## src/rtl/lsu_mem_master.sv

```systemverilog
// Load/store initiator: converts CPU byte/half/word accesses into req/ack word accesses (read-modify-write for sub-word stores).
// Optional macro LSU_TIMEOUT_EN aborts a memory phase after TIMEOUT_CYCLES cycles without mem_ack.
module lsu_mem_master #(
    parameter int ADDR_W         = 9,
    parameter int TIMEOUT_CYCLES = 16
) (
    input  logic              clk,
    input  logic              reset,
    input  logic              cpu_req_valid,
    output logic              cpu_req_ready,
    input  logic              cpu_we,
    input  logic [1:0]        cpu_size,
    input  logic              cpu_signed,
    input  logic [31:0]       cpu_addr,
    input  logic [31:0]       cpu_wdata,
    output logic              cpu_rsp_valid,
    output logic [31:0]       cpu_rdata,
    output logic              cpu_err,
    output logic              mem_req,
    output logic              mem_we,
    output logic [ADDR_W-1:0] mem_addr,
    output logic [31:0]       mem_wdata,
    input  logic              mem_ack,
    input  logic [31:0]       mem_rdata
);

    typedef enum logic [2:0] {IDLE, RD, RMW_RD, RMW_WR, WR, RESP} stateType;

    stateType    state, stateNext;
    logic [1:0]  reqSize;
    logic        reqSigned;
    logic [1:0]  reqLane;
    logic [15:0] reqWdata;
    logic        accept, illegal, timeoutHit;
    logic [7:0]  byteSel;
    logic [15:0] halfSel;
    logic [31:0] loadData, mergeWord;
    logic        unusedAddr;

    // Address bits above the memory size are ignored, so accesses wrap.
    assign unusedAddr    = ^cpu_addr[31:ADDR_W+2];

    assign cpu_req_ready = (state == IDLE) && !reset;
    assign cpu_rsp_valid = (state == RESP);
    assign mem_req       = state inside {RD, RMW_RD, RMW_WR, WR};
    assign mem_we        = state inside {RMW_WR, WR};
    assign accept        = cpu_req_valid && cpu_req_ready;
    assign illegal       = (cpu_size == 2'b11)
                        || (cpu_size == 2'b01 && cpu_addr[0])
                        || (cpu_size == 2'b10 && cpu_addr[1:0] != 2'b00);

`ifdef LSU_TIMEOUT_EN
    localparam int CNT_W = $clog2(TIMEOUT_CYCLES + 1);
    logic [CNT_W-1:0] waitCnt;

    // Fires in the cycle whose missing ack would bring the count to TIMEOUT_CYCLES.
    assign timeoutHit = mem_req && !mem_ack && (waitCnt == CNT_W'(TIMEOUT_CYCLES - 1));

    always_ff @(posedge clk) begin
        if (reset || stateNext != state) begin
            waitCnt <= '0;
        end else if (mem_req && !mem_ack) begin
            waitCnt <= waitCnt + 1'b1;
        end
    end
`else
    logic unusedTimeout;
    assign unusedTimeout = (TIMEOUT_CYCLES != 0);
    assign timeoutHit    = 1'b0;
`endif

    always_comb begin
        stateNext = state;
        case (state)
            IDLE: begin
                if (accept) begin
                    if (illegal)                 stateNext = RESP;
                    else if (!cpu_we)            stateNext = RD;
                    else if (cpu_size == 2'b10)  stateNext = WR;
                    else                         stateNext = RMW_RD;
                end
            end
            RMW_RD: begin
                if (mem_ack)         stateNext = RMW_WR;
                else if (timeoutHit) stateNext = RESP;
            end
            RD, RMW_WR, WR: begin
                if (mem_ack || timeoutHit) stateNext = RESP;
            end
            RESP:    stateNext = IDLE;
            default: stateNext = IDLE;
        endcase
    end

    // Lane extraction for loads and lane replacement for read-modify-write, both little-endian.
    always_comb begin
        case (reqLane)
            2'd0:    byteSel = mem_rdata[7:0];
            2'd1:    byteSel = mem_rdata[15:8];
            2'd2:    byteSel = mem_rdata[23:16];
            default: byteSel = mem_rdata[31:24];
        endcase
        halfSel = reqLane[1] ? mem_rdata[31:16] : mem_rdata[15:0];

        case (reqSize)
            2'b00:   loadData = {{24{reqSigned & byteSel[7]}}, byteSel};
            2'b01:   loadData = {{16{reqSigned & halfSel[15]}}, halfSel};
            default: loadData = mem_rdata;
        endcase

        mergeWord = mem_rdata;
        if (reqSize == 2'b00) begin
            case (reqLane)
                2'd0:    mergeWord[7:0]   = reqWdata[7:0];
                2'd1:    mergeWord[15:8]  = reqWdata[7:0];
                2'd2:    mergeWord[23:16] = reqWdata[7:0];
                default: mergeWord[31:24] = reqWdata[7:0];
            endcase
        end else if (reqLane[1]) begin
            mergeWord[31:16] = reqWdata;
        end else begin
            mergeWord[15:0] = reqWdata;
        end
    end

    always_ff @(posedge clk) begin
        if (reset) begin
            state     <= IDLE;
            reqSize   <= '0;
            reqSigned <= 1'b0;
            reqLane   <= '0;
            reqWdata  <= '0;
            mem_addr  <= '0;
            mem_wdata <= '0;
            cpu_rdata <= '0;
            cpu_err   <= 1'b0;
        end else begin
            state <= stateNext;
            if (accept) begin
                reqSize   <= cpu_size;
                reqSigned <= cpu_signed;
                reqLane   <= cpu_addr[1:0];
                reqWdata  <= cpu_wdata[15:0];
                mem_addr  <= cpu_addr[ADDR_W+1:2];
                mem_wdata <= cpu_wdata;
                cpu_rdata <= '0;
                cpu_err   <= illegal;
            end
            if (state == RD && mem_ack) begin
                cpu_rdata <= loadData;
            end
            // Sub-word stores write back the read word with only the target lane replaced.
            if (state == RMW_RD && mem_ack) begin
                mem_wdata <= mergeWord;
            end
            if (timeoutHit) begin
                cpu_rdata <= '0;
                cpu_err   <= 1'b1;
            end
        end
    end

endmodule
```

## config.mk

```make
export PLATFORM = sky130hd
export DESIGN_NAME = lsu_mem_master
export DESIGN_NICKNAME = d
export VERILOG_FILES = /design/src/rtl/lsu_mem_master.sv
export SDC_FILE = /design/constraint.sdc
export NUM_CORES = 1
export LEC_CHECK = 0
export CAP_MARGIN = 20
export CORE_ASPECT_RATIO = 1.5
export CORE_MARGIN = 2
export CORE_UTILIZATION = 40
export CTS_BUF_LIST = sky130_fd_sc_hd__clkbuf_2 sky130_fd_sc_hd__clkbuf_4 sky130_fd_sc_hd__clkbuf_8
export DETAILED_ROUTE_END_ITERATION = 10
export DONT_BUFFER_PORTS = 1
export SLEW_MARGIN = 40
export SYNTH_ARGS = -nofsm -noshare
export SYNTH_HDL_FRONTEND = slang
export SYNTH_SLANG_ARGS = --single-unit
```

## constraint.sdc

```tcl
create_clock -name clk -period 3.1 [get_ports clk]
set_input_delay 0.62 -clock clk [delete_from_list [all_inputs] [get_ports clk]]
set_output_delay 0.62 -clock clk [all_outputs]
set_load 0.005 [all_outputs]
```

### Word-level counts from Yosys, hierarchy flattened

Index checks and enable logic that the tools add are counted.

| cells by class | value |
|---|---|
| equality and inequality tests | 14 |
| muxes and demuxes | 21 |
| bitwise operators | 2 |
| reduce and logical (&&, ||, !) cells | 20 |

Operators by type and width:

| cell | number |
|---|---|
| $mux 32 | 5 |
| $pmux 32 s2 | 1 |
| $mux 16 | 3 |
| $mux 8 | 4 |
| $pmux 8 s3 | 1 |
| $mux 3 | 6 |
| $pmux 3 s3 | 1 |
| $reduce_bool 2->1 | 4 |
| $eq 2x1->1 const B | 3 |
| $eq 2x2->1 const B | 3 |
| $eq 3x2->1 const B | 2 |
| $eq 3x3->1 const B | 2 |
| $logic_and 1x1->1 | 6 |
| $ne 2x2->1 const B | 3 |
| $reduce_or 3->1 | 2 |
| $logic_not 2->1 | 2 |
| $reduce_bool 4->1 | 1 |
| $eq 3x1->1 const B | 1 |
| $logic_not 3->1 | 1 |
| $reduce_and 3->1 | 1 |
| $and 1x1->1 | 2 |
| $logic_or 1x1->1 | 2 |
| $logic_not 1->1 | 1 |

| word-level totals | value |
|---|---|
| bits in registers | 98 |
| bits of input ports | 104 |
| output and inout port bits | 78 |
| word-level logic and storage cells | 66 |

### Logic depth before layout (Yosys ltp)

Gate-level depths: netlist of the first run.

| logic depth | value |
|---|---|
| word-level depth | 7 |
| mapped depth | 8 |
| mapped depth without buffers | 4 |

### Worst setup path before layout of the first run

Ideal clock, no wire load.

| timing path | value |
|---|---|
| path kind | input port to flip-flop |
| start point | in mem_rdata[31] |
| end point | reg cpu_rdata[21] |
| library setup time | 122 ps |
| data arrival time | 1766 ps |
| required time | 2978 ps |
| slack | 1212 ps |
| stages | 4 |
| path buffers | 1 |
| path through | mux4_2 o2111a_2 buf_6 a221o_1 |

| on the way | value |
|---|---|
| word-level cells in the longest chain between the ends | 4 |
| elaborated cells between the ends (all ways) | 6 |
| classes of those cells | mux (4); bitwise (2) |

RTL lines:

| element | line | RTL |
|---|---|---|
| start: declaration | 24 | `input logic [31:0] mem_rdata` |
| $pmux 8 s3 or $mux 16 (tied branches) | 97, 103 |  |
| $and 1x1->1, on equally long branches | 106, 107 |  |
| $pmux 32 s2 * | 105 | `case (reqSize)` |
| $mux 32 * | 149 | `if (state == RD && mem_ack) begin` |
| end signal: assignment | 150 | `cpu_rdata <= loadData;` |
| end: declaration | 17 | `output logic [31:0] cpu_rdata,` |

Mark *: on every way between the ends. The rest lies on a longest branch, timed or not.
A chain may end at the register's enable or synchronous reset.

### Worst setup path in the final report of the first run

| timing path | value |
|---|---|
| start point | reg state[1] |
| end point | reg mem_wdata[9] |

| on the way | value |
|---|---|
| word-level cells in the longest chain between the ends | 4 |
| elaborated cells between the ends (all ways) | 7 |
| classes of those cells | eq/ne (1); mux (1); reduce/logical (5) |

RTL lines:

| element | line | RTL |
|---|---|---|
| start: declaration | 29 | `stateType state, stateNext;` |
| start signal: assignment | 138 | `state <= stateNext;` |
| $logic_not 3->1 | 43 | `assign cpu_req_ready = (state == IDLE) && !reset;` |
| $logic_and 1x1->1 | 43 |  |
| $logic_and 1x1->1 | 47 | `assign accept = cpu_req_valid && cpu_req_ready;` |
| $reduce_bool 2->1 (no source line) | -- |  |
| end signal: assignment | 145 | `mem_wdata <= cpu_wdata;` |
| end signal: assignment | 154 | `mem_wdata <= mergeWord;` |
| end: declaration | 22 | `output logic [31:0] mem_wdata,` |

Several ways; a longest one is shown, not always the timed one.

==> results of run 1 <==
[layer usage]
layer / GRT usage / part of all wire / vias up
met2: 0.377 / 0.49 / 202
met4: 0.103 / 0.036 / 0
met3: 0.0877 / 0.11 / 40
met1: 0.272 / 0.37 / 1942
li1: - / - / 1894
met5: 0 / 0 / -
[Yosys cell counts, types with 4 or more instances]
cell type / n
nand2_1: 66
buf_2: 14
o22ai_1: 23
a221oi_1: 17
o21ai_0: 11
nor2_1: 21
a211oi_1: 8
inv_1: 9
clkbuf_1: 20
nand2b_1: 5
mux4_2: 7
nand3b_1: 11
o21bai_1: 8
mux2i_1: 43
dfxtp_1: 98
a2111oi_1: 4
o2bb2ai_1: 15
buf_4: 4
a22o_1: 8
o31ai_1: 10
a21oi_1: 34
buf_6: 8
a221o_1: 17
nor3_1: 8
and3_1: 9
[worst max-delay path: cells and delay by family (launching register included)]
kind               cells  cell delay (ns)
and+or+nand+nor        2             1.35
DFF                    1             0.66
AOI/OAI and AO/OA      1             0.33
[metrics by stage]
| stage | area (um2) | hold WS, ns | std cells |
|---|---|---|---|
| 5_1_grt | 5110 | 0.286 | 648 |
| 3_3_place_gp | 4870 | 0.437 | 632 |
| 3_5_place_dp | 4870 | 0.441 | 632 |
| 4_1_cts | 5110 | 0.294 | 648 |
| 6_report | 5110 | 0.312 | 648 |
| 2_1_floorplan | 4890 | 0.433 | 520 |
[cells in the final DEF (no fill, tap or decap), types with 3 or more instances in the layout]
master     Yosys  routed
dfxtp_1       98      98
and3_1         9       9
buf_4          4       7
mux2i_1       43      43
a21o_1         3       3
inv_1          9       9
o21ai_0       11      11
nand3b_1      11      11
o22ai_1       23      23
clkbuf_8       0      12
nor3_1         8       8
nand2b_1       5       5
nor2_1        21      20
a211oi_1       8       8
a2111oi_1      4       4
o31ai_1       10      10
inv_2          3       3
a22o_1         8       8
o21bai_1       8       8
mux4_2         7       7
a21oi_1       34      34
a221o_1       17      17
a221oi_1      17      17
nand2_1       66      66
o2bb2ai_1     15      15
a2111oi_0      3       3
[logic make-up after synthesis]
group / after synthesis
buffers and inverters: 60
AO/OA/AOI/OAI: 172
AND/OR/NAND/NOR: 139
multiplexers: 51
flip-flops: 98
[report_power, final]
| group | internal [mW] | switching [mW] |
|---|---|---|
| Clock | 0.519 | 0.444 |
| Sequential | 1.37 | 0.127 |
| Combinational | 0.308 | 0.425 |
[layout make-up]
| cell class | count | area (um2) | share of cell area |
|---|---|---|---|
| multi-input cells | 362 | 2620 | 0.513 |
| flip-flops and latches | 98 | 1960 | 0.384 |
| well taps | 153 | 191 | 0.0375 |
| clock buffers | 12 | 165 | 0.0323 |
| clock inverters | 4 | 72.6 | 0.0142 |
| repair buffers | 7 | 52.6 | 0.0103 |
| inverters | 12 | 45.0 | 0.00882 |
[state kept, by name, summed over array words and instances, names as in the netlist]
signal	flops
cpu_rdata	32
mem_wdata	32
reqWdata	16
mem_addr	9
state	3
reqLane	2
reqSize	2
cpu_err	1
reqSigned	1
[final timing paths]
path	startpoint	endpoint	slack [ns]	cells after the start
worst max register to register	state[1]	mem_wdata[9]	0.66	3
worst min register to register	reqWdata[9]	reqWdata[9]	0.45	2
worst max-delay path	state[1]	mem_wdata[9]	0.66	3
worst min-delay path	reset	mem_wdata[26]	0.31	1
==> out/results.txt, run 1 <==
Largest net degree at the start of global routing = 59
Critical Path AT = 2.73 ns
DRC viols = 0
Total power = 3.19 mW
Post-DP HPWL = 11500 um
Status = completed
Post-Syn Area = 4890 um2
Tcrit/Tclk final = 0.787
CP required = 3.39 ns
Synth top area share = 0.401
Post-CTS setup buffer count = 0
Via count = 4078
Setup CP Type = reg -> reg
Core Area = 12000 um2
Max IR drop VDD = 0.240 mV
Initial Utilization = 0.409
CTS Sinks = 98
Clock Skews = 0.00837 ns
Cts bufs inserted = 9
Mux cell area share after synthesis = 0.126
Startpoint Class = register
DRT Pass-1 Iters = 6
Die width = 94.3 um
Pre-CTS WS = 0.710 ns
Die Y = 139 um
Worst-Skew Late Latency = 0.37 ns
Total GRT Usage = 0.233
Post-synthesis register bit count = 98
Port Buffers = 0
Worst hold-check path type = in -> reg
GP Congestion = 0.929
FP Rows = 49
Share of the yosys chip area belonging to registers = 0.401
CTS tree = done
Max_cap viols = 0
Syn Inst Count = 520
Min Tclk post-route = 2.44 ns
Worst-path clk slew = 0.09 ns
Vias in the first global route = 3950
Synth Area in Adders = 0
Filler cell count = 1198
Post-synth top area cell = dfxtp_1
Total grt overflow = 0
Syn_area_per_cell = 9.41 um2
Post-DRT Antenna Nets = 0
First-pass GRT wire length = 23300 um
Crit-path slowest cell = and4bb_1
Syn nets = 624
Pwr Density = 625 nW/um2
Setup TNS = 0 ns
Final Util = 0.427
Endpoint class of the critical path = register
Final nets = 594
CTS root buf = clkbuf_8
Final hold vios = 0
Ys async rst share = 0
Area Overhead vs Synth = 4.32%
Cell variety after synth = 55
DR vias/cell = 6.29
CP max stage delay = 0.79 ns
Final setup violation count = 0
FMAX = 0.410 GHz
Synth Area in Compound Gates = 0.262
Max Slew Vio Count = 0
Most used DFF post-synth = dfxtp_1
CP Cell Sequence = and4bb_1 -> nand2b_1 -> o22ai_1
DRT iter0 DRCs = 250
RSZ-0062 raised after global routing = no
Post_cts resized = 0
Clock buffer depth = 2
Ys Warns = 0
Die ar. = 13200 um2
CTS Hold Bufs = 0
Number of synthesized flops with an enable pin = 0
Top cells by area, synth = dfxtp_1 40%, mux2i_1 8.8%, nand2_1 5.1%
Combinational family with the most area after synthesis = compound AO/OA/AOI/OAI gates
Final setup margin = 0.659 ns
Slew headroom = 0.486
P_leak = 1.89 nW
Post-Synth Simple-Gate Area = 0.146
I/O pins = 182
Drt total wl = 15500 um
H-tree levels = 3
CP Max Fanout = 19
Initial antenna violation count = 0
Worst-Margin Slew = 0.771 ns
Layout cells sized above 1 = 0.0949
WL/cell = 23.9 um
Post-Synth XOR/XNOR Area = 0
Antenna diode count = 0
No activity file was read; power rests on OpenSTA's default activity.
==> run 2: changes to the inputs <==
- clock period: 3.1 -> 2.4 ns (I/O delays scaled with it)
==> run 2 against run 1 <==
  * Cell area increased by 0.81%
  * Die area unchanged
  * Combinational power increased by 35%
  * First-iteration DRC count increased by 36%
  * Global-route usage about the same
  * Largest power group unchanged
==> out/results.txt, run 2 (synthesis gave the netlist of run 1 again) <==
Crit-path slowest cell = dfxtp_1 (was and4bb_1)
Pwr Density = 783 nW/um2 (was 625 nW/um2)
WL/cell = 23.5 um (was 23.9 um)
Die width = 94.3 um (unchanged)
CP delay by family, top = simple AND/OR/NAND/NOR gates (unchanged)
Total GRT Usage = 0.233 (about the same)
Initial antenna violation count = 0 (unchanged)
H-tree levels = 3 (unchanged)
Status = completed (unchanged)
Post-DRT Antenna Nets = 0 (unchanged)
Clock buffer depth = 2 (unchanged)
Gr busiest metal = met2 (unchanged)
Worst hold-check path type = in -> reg (unchanged)
DRT iter0 DRCs = 339 (was 250)
Vias in the first global route = 4004 (was 3950)
I/O pins = 182 (unchanged)
Area Overhead vs Synth = 5.16% (was 4.32%)
Endpoint class of the critical path = output port (was register)
Worst-path clk slew = 0.09 ns (about the same)
CP max stage delay = 0.55 ns (was 0.79 ns)
Clock Skews = 0.0137 ns (was 0.00837 ns)
CTS Sinks = 98 (unchanged)
Die Y = 139 um (unchanged)
Area after DPL = 4930 um2 (was 4870 um2)
Max Slew Vio Count = 0 (unchanged)
CP Cell Sequence = nor3b_1 -> nor2_1 -> nor2_1 (was and4bb_1 -> nand2b_1 -> o22ai_1)
Antenna diode count = 0 (unchanged)
Cts bufs inserted = 9 (unchanged)
CTS Hold Bufs = 0 (unchanged)
CP Max Fanout = 9 (was 19)
Layout cells sized above 1 = 0.108 (was 0.0949)
Final hold vios = 0 (unchanged)
Min Tclk post-route = 2.24 ns
Critical Path AT = 1.76 ns (was 2.73 ns)
Startpoint Class = register (unchanged)
Largest net degree at the start of global routing = 59 (unchanged)
Tcrit/Tclk final = 0.932
Port Buffers = 0 (unchanged)
Post-route design area = 5150 um2 (was 5110 um2)
RSZ-0062 raised after global routing = no (unchanged)
FP Rows = 49 (unchanged)
Post_cts resized = 0 (unchanged)
Met2 usage = 0.383 (was 0.377)
Core Area = 12000 um2 (unchanged)
DR vias/cell = 6.26 (was 6.29)
P_leak = 1.91 nW (was 1.89 nW)
Setup TNS = 0 ns (unchanged)
Max_cap viols = 0 (unchanged)
Final setup violation count = 0 (unchanged)
Max IR drop VDD = 0.302 mV (was 0.240 mV)
CP required = 1.92 ns (was 3.39 ns)
Die ar. = 13200 um2 (unchanged)
CTS tree = done (unchanged)
Final Util = 0.431 (was 0.427)
Post-CTS setup buffer count = 0 (unchanged)
Met3 Usage GRT = 0.0818 (was 0.0877)
Worst-Margin Slew = 0.647 ns (was 0.771 ns)
Total grt overflow = 0 (unchanged)
First-pass GRT wire length = 23200 um (was 23300 um)
DRT Pass-1 Iters = 5 (was 6)
DRC viols = 0 (unchanged)
Buf+Inv Stages, Crit Path = 0 (unchanged)
Post-DP HPWL = 11400 um (was 11500 um)
CTS root buf = clkbuf_8 (unchanged)
FMAX = 0.447 GHz
Leading cell type in the layout, fill and taps excluded = dfxtp_1 (unchanged)
Leading cell types in the layout, fill and taps excluded = 98 x dfxtp_1, 66 x nand2_1, 43 x mux2i_1 (unchanged)
Largest registers = cpu_rdata x32, mem_wdata x32, reqWdata x16 (unchanged)
Setup CP Type = reg -> out (was reg -> reg)
GP Congestion = 0.935 (was 0.929)
Drt total wl = 15400 um (was 15500 um)
Final nets = 601 (was 594)
Most numerous cell on the critical path = nor2_1
Met1 Use GR = 0.273 (was 0.272)
Via count = 4098 (was 4078)
Worst-Skew Late Latency = 0.38 ns (was 0.37 ns)
Initial Utilization = 0.409 (unchanged)
Slew headroom = 0.569 (was 0.486)
[run 2: cell types whose count changed in the layout (fill, tap and decap cells not counted), sizes merged]
cell      change
clkbuf        -1
bufinv        -1
clkinvlp      +1
clkinv        +1
buf           +7
[run 2: layout make-up]
type                       instances  area, um2
fill                            1201       6810
multi-input combinational        362       2620
sequential                        98       1960
tap                              153        191
clock buffer                      11        151
timing repair buffer              14        118
clock inverter                     5       62.6
inverter                          12       45.0
[run 2: final timing paths]
check | from | endpoint | slack [ns] | depth (start not counted)
setup / recovery | state[2] | mem_req | 0.16 | 3
hold / removal | reset | state[0] | 0.17 | 1
setup reg to reg | state[0] | mem_wdata[10] | 0.33 | 4
hold reg to reg | reqWdata[9] | reqWdata[9] | 0.45 | 2
[run 2: power breakdown]
| group | switching, mW | internal [mW] | leakage (nW) | total [mW] |
|---|---|---|---|---|
| logic | 0.570 | 0.419 | 1.01 | 0.990 |
| registers | 0.145 | 1.77 | 0.798 | 1.91 |
| clock network | 0.588 | 0.542 | 0.102 | 1.13 |
[run 2: per-stage QoR]
step	setup slack [ns]	power [mW]	hold WS, ns	instances
after detailed placement	0.360	2.93	0.439	639
after global placement	0.400	2.91	0.439	639
after CTS	0.139	4.05	0.144	655
final	0.162	4.03	0.173	655
after floorplan	0.652	2.72	0.433	520
after global routing	0.00631	4.24	0.149	655
[run 2: per-layer routing]
| metal | vias to the layer above | share of wire |
|---|---|---|
| met5 | - | 0 |
| met4 | 0 | 0.030 |
| met2 | 198 | 0.49 |
| li1 | 1914 | - |
| met1 | 1954 | 0.38 |
| met3 | 32 | 0.10 |
[run 2: worst register-to-register path, cell delays in order, from the launching register on]
cell and delay, ns:
dfxtp_1 0.44, and4bb_1 0.68, buf_4 0.32, or2_2 0.37, o22ai_1 0.14
==> run 3: changes to the inputs <==
--- a/config.mk
+++ b/config.mk
@@ -6,4 +6,5 @@
 export NUM_CORES = 1
 export LEC_CHECK = 0
+export ABC_AREA = 1
 export CAP_MARGIN = 20
 export CORE_ASPECT_RATIO = 1.5
==> constraint.sdc (replaced) <==
create_clock -name clk -period 2.4 [get_ports clk]
set_input_delay 0.72 -clock clk [delete_from_list [all_inputs] [get_ports clk]]
set_output_delay 0.72 -clock clk [all_outputs]
set_load 0.005 [all_outputs]
==> run 3 against run 2 <==
  * Worst setup slack better by 0.31 ns
  * Sequential share of layout area shrank 4.2 points
  * Largest power group unchanged
  * Critical path depth is 1 higher
==> out/results.txt, run 3 <==
Status = completed (unchanged)
CTS Sinks = 98 (unchanged)
Endpoint class of the critical path = output port (unchanged)
Cts bufs inserted = 9 (unchanged)
Clock buffer depth = 2 (unchanged)
Tcrit/Tclk final = 0.803 (was 0.932)
Die ar. = 14600 um2 (was 13200 um2)
Die width = 99.4 um (was 94.3 um)
Ys Warns = 0 (unchanged)
Number of synthesized flops with an enable pin = 0 (unchanged)
Leading cell types in the layout, fill and taps excluded = 246 x nand2_1, 180 x a21oi_1, 111 x o21ai_0 (was 98 x dfxtp_1, 66 x nand2_1, 43 x mux2i_1)
Mux cell area share after synthesis = 0 (was 0.126)
Synth Area in Adders = 0 (unchanged)
Multi-input logic area = 3020 um2 (was 2620 um2)
Syn Inst Count = 866 (was 520)
Post-synth top cells = 246 x nand2_1, 180 x a21oi_1, 111 x o21ai_0 (was 98 x dfxtp_1, 66 x nand2_1, 43 x mux2i_1)
H-tree levels = 3 (unchanged)
WL/cell = 17.8 um (was 23.5 um)
Area Overhead vs Synth = 5.87% (was 5.16%)
GP Congestion = 0.923 (was 0.935)
Post-Synth Simple-Gate Area = 0.255 (was 0.146)
Antenna diode count = 0 (unchanged)
I/O pins = 182 (unchanged)
Worst-Skew Late Latency = 0.37 ns (was 0.38 ns)
CTS root buf = clkbuf_8 (unchanged)
Area after DPL = 5550 um2 (was 4930 um2)
Post-CTS setup buffer count = 0 (unchanged)
Critical Path AT = 1.21 ns (was 1.76 ns)
Post-route design area = 5780 um2 (was 5150 um2)
Share of the yosys chip area belonging to registers = 0.359 (was 0.401)
Core Area = 13400 um2 (was 12000 um2)
Post-synth top area cell = dfxtp_1 (unchanged)
Hold_ws = 0.400 ns (was 0.173 ns)
Metal2 WL = 8140 um (was 7570 um)
Post-Synth XOR/XNOR Area = 0 (unchanged)
Final hold vios = 0 (unchanged)
Vias in the first global route = 4982 (was 4004)
Largest registers = cpu_rdata x32, mem_wdata x32, reqWdata x16 (unchanged)
Worst hold-check path type = in -> reg (unchanged)
Die Y = 147 um (was 139 um)
Worst-Margin Slew = 0.502 ns (was 0.647 ns)
Syn_area_per_cell = 6.30 um2 (was 9.41 um2)
Max_cap viols = 0 (unchanged)
Final nets = 940 (was 601)
Pre-CTS WS = 0.498 ns (was 0.360 ns)
Post-DP HPWL = 13100 um (was 11400 um)
Post-Syn Area = 5460 um2 (was 4890 um2)
Slew headroom = 0.665 (was 0.569)
Initial Utilization = 0.407 (was 0.409)
CP Max Fanout = 5 (was 9)
Post-synthesis register bit count = 98 (unchanged)
DRT Pass-1 Iters = 5 (unchanged)
Synth Area in Compound Gates = 0.298 (was 0.262)
Setup CP Type = reg -> out (unchanged)
Top routing layer in use = met4 (unchanged)
Final setup margin = 0.473 ns (was 0.162 ns)
Worst-path clk slew = 0.10 ns (was 0.09 ns)
Max IR drop VDD = 0.384 mV (was 0.302 mV)
Filler cell count = 1450 (was 1201)
Combinational family with the most area after synthesis = compound AO/OA/AOI/OAI gates (unchanged)
Leading cell type in the layout, fill and taps excluded = nand2_1 (was dfxtp_1)
Initial antenna violation count = 0 (unchanged)
RSZ-0062 raised after global routing = no (unchanged)
DRC viols = 0 (unchanged)
Clock Skews = 0.0161 ns (was 0.0137 ns)
Most used DFF post-synth = dfxtp_1 (unchanged)
Count leader, synth = nand2_1 (was dfxtp_1)
Top cells by area, synth = dfxtp_1 36%, nand2_1 17%, a21oi_1 17% (was dfxtp_1 40%, mux2i_1 8.8%, nand2_1 5.1%)
Drt total wl = 17800 um (was 15400 um)
Startpoint Class = register (unchanged)
DRT iter0 DRCs = 386 (was 339)
Via count = 5548 (was 4098)
Pwr Density = 894 nW/um2 (was 783 nW/um2)
FMAX = 0.519 GHz (was 0.447 GHz)
CP required = 1.68 ns (was 1.92 ns)
Total GRT Usage = 0.239 (was 0.233)
CTS Hold Bufs = 0 (unchanged)
Max Slew Vio Count = 0 (unchanged)
Metal3 WL = 1510 um (was 1580 um)
P_leak = 2.37 nW (was 1.91 nW)
Min Tclk post-route = 1.93 ns (was 2.24 ns)
Metal-1 WL = 7450 um (was 5790 um)
First-pass GRT wire length = 27600 um (was 23200 um)
Final Util = 0.431 (about the same)
DR vias/cell = 5.53 (was 6.26)
Cell variety after synth = 26 (was 55)
Post-DRT Antenna Nets = 0 (unchanged)
CTS tree = done (unchanged)
Final setup violation count = 0 (unchanged)
Setup TNS = 0 ns (unchanged)
Port Buffers = 0 (unchanged)
Total grt overflow = 0 (unchanged)
Largest net degree at the start of global routing = 54 (was 59)
Synth top area share = 0.359 (was 0.401)
Worst R2R Setup Slack = 0.60 ns (was 0.33 ns)
FP Rows = 52 (was 49)
Ys async rst share = 0 (unchanged)
Post_cts resized = 0 (unchanged)
Layout cells sized above 1 = 0.0654 (was 0.108)
Register Area = 1960 um2 (unchanged)
Syn nets = 970 (was 624)
run 3: changes by cell type after synthesis, sizes merged, moves of 15 or more:
| cell | delta |
|---|---|
| a21oi | +145 |
| a221o | -17 |
| a221oi | -17 |
| inv | +45 |
| mux2i | -43 |
| nand2 | +182 |
| nand3 | +47 |
| o21ai | +114 |
| o22ai | -23 |
| o2bb2ai | -15 |
run 3: final timing paths:
path / start / end / cells past startpoint
worst min-delay path: reset / cpu_rdata[20] / 1
worst min register to register: reqWdata[11] / reqWdata[11] / 2
worst max register to register: state[0] / mem_wdata[20] / 9
worst max-delay path: state[0] / mem_we / 4
run 3: kinds of logic (layout without fill, tap and decap cells):
| group | count (synthesis) | after routing |
|---|---|---|
| flops | 98 | 98 |
| simple gates | 332 | 332 |
| buf+inv | 117 | 92 |
| compound gates | 319 | 319 |
run 3: final cells by class:
class,instances,area share
multi-input combinational,651,0.522
timing repair buffer,19,0.0268
clock buffer,11,0.0251
inverter,57,0.0370
sequential,98,0.339
clock inverter,5,0.0147
tap,162,0.0351
run 3: power by group:
part           internal [mW]  total, mW  switching (mW)  leakage (nW)
clock                  0.636       1.25           0.611         0.114
sequential              1.86       2.09           0.228         0.798
combinational          0.591       1.83            1.24          1.46
run 3: layer usage:
layer | up-vias | track usage
met1 | 2444 | 0.311
li1 | 2833 | -
met5 | - | 0
met3 | 37 | 0.0633
met4 | 0 | 0.106
met2 | 234 | 0.372
run 3: worst max-delay path: stages (launching register included):
cell and delay [ns]:
dfxtp_1 0.42, inv_1 0.08, nand2_1 0.09, nand2_1 0.08, a21oi_1 0.17
run 3: per-stage QoR:
step | power (mW) | std cells
2_1_floorplan | 3.56 | 866
3_3_place_gp | 3.93 | 987
3_5_place_dp | 3.94 | 987
4_1_cts | 5.20 | 1003
5_1_grt | 5.57 | 1003
6_report | 5.17 | 1003
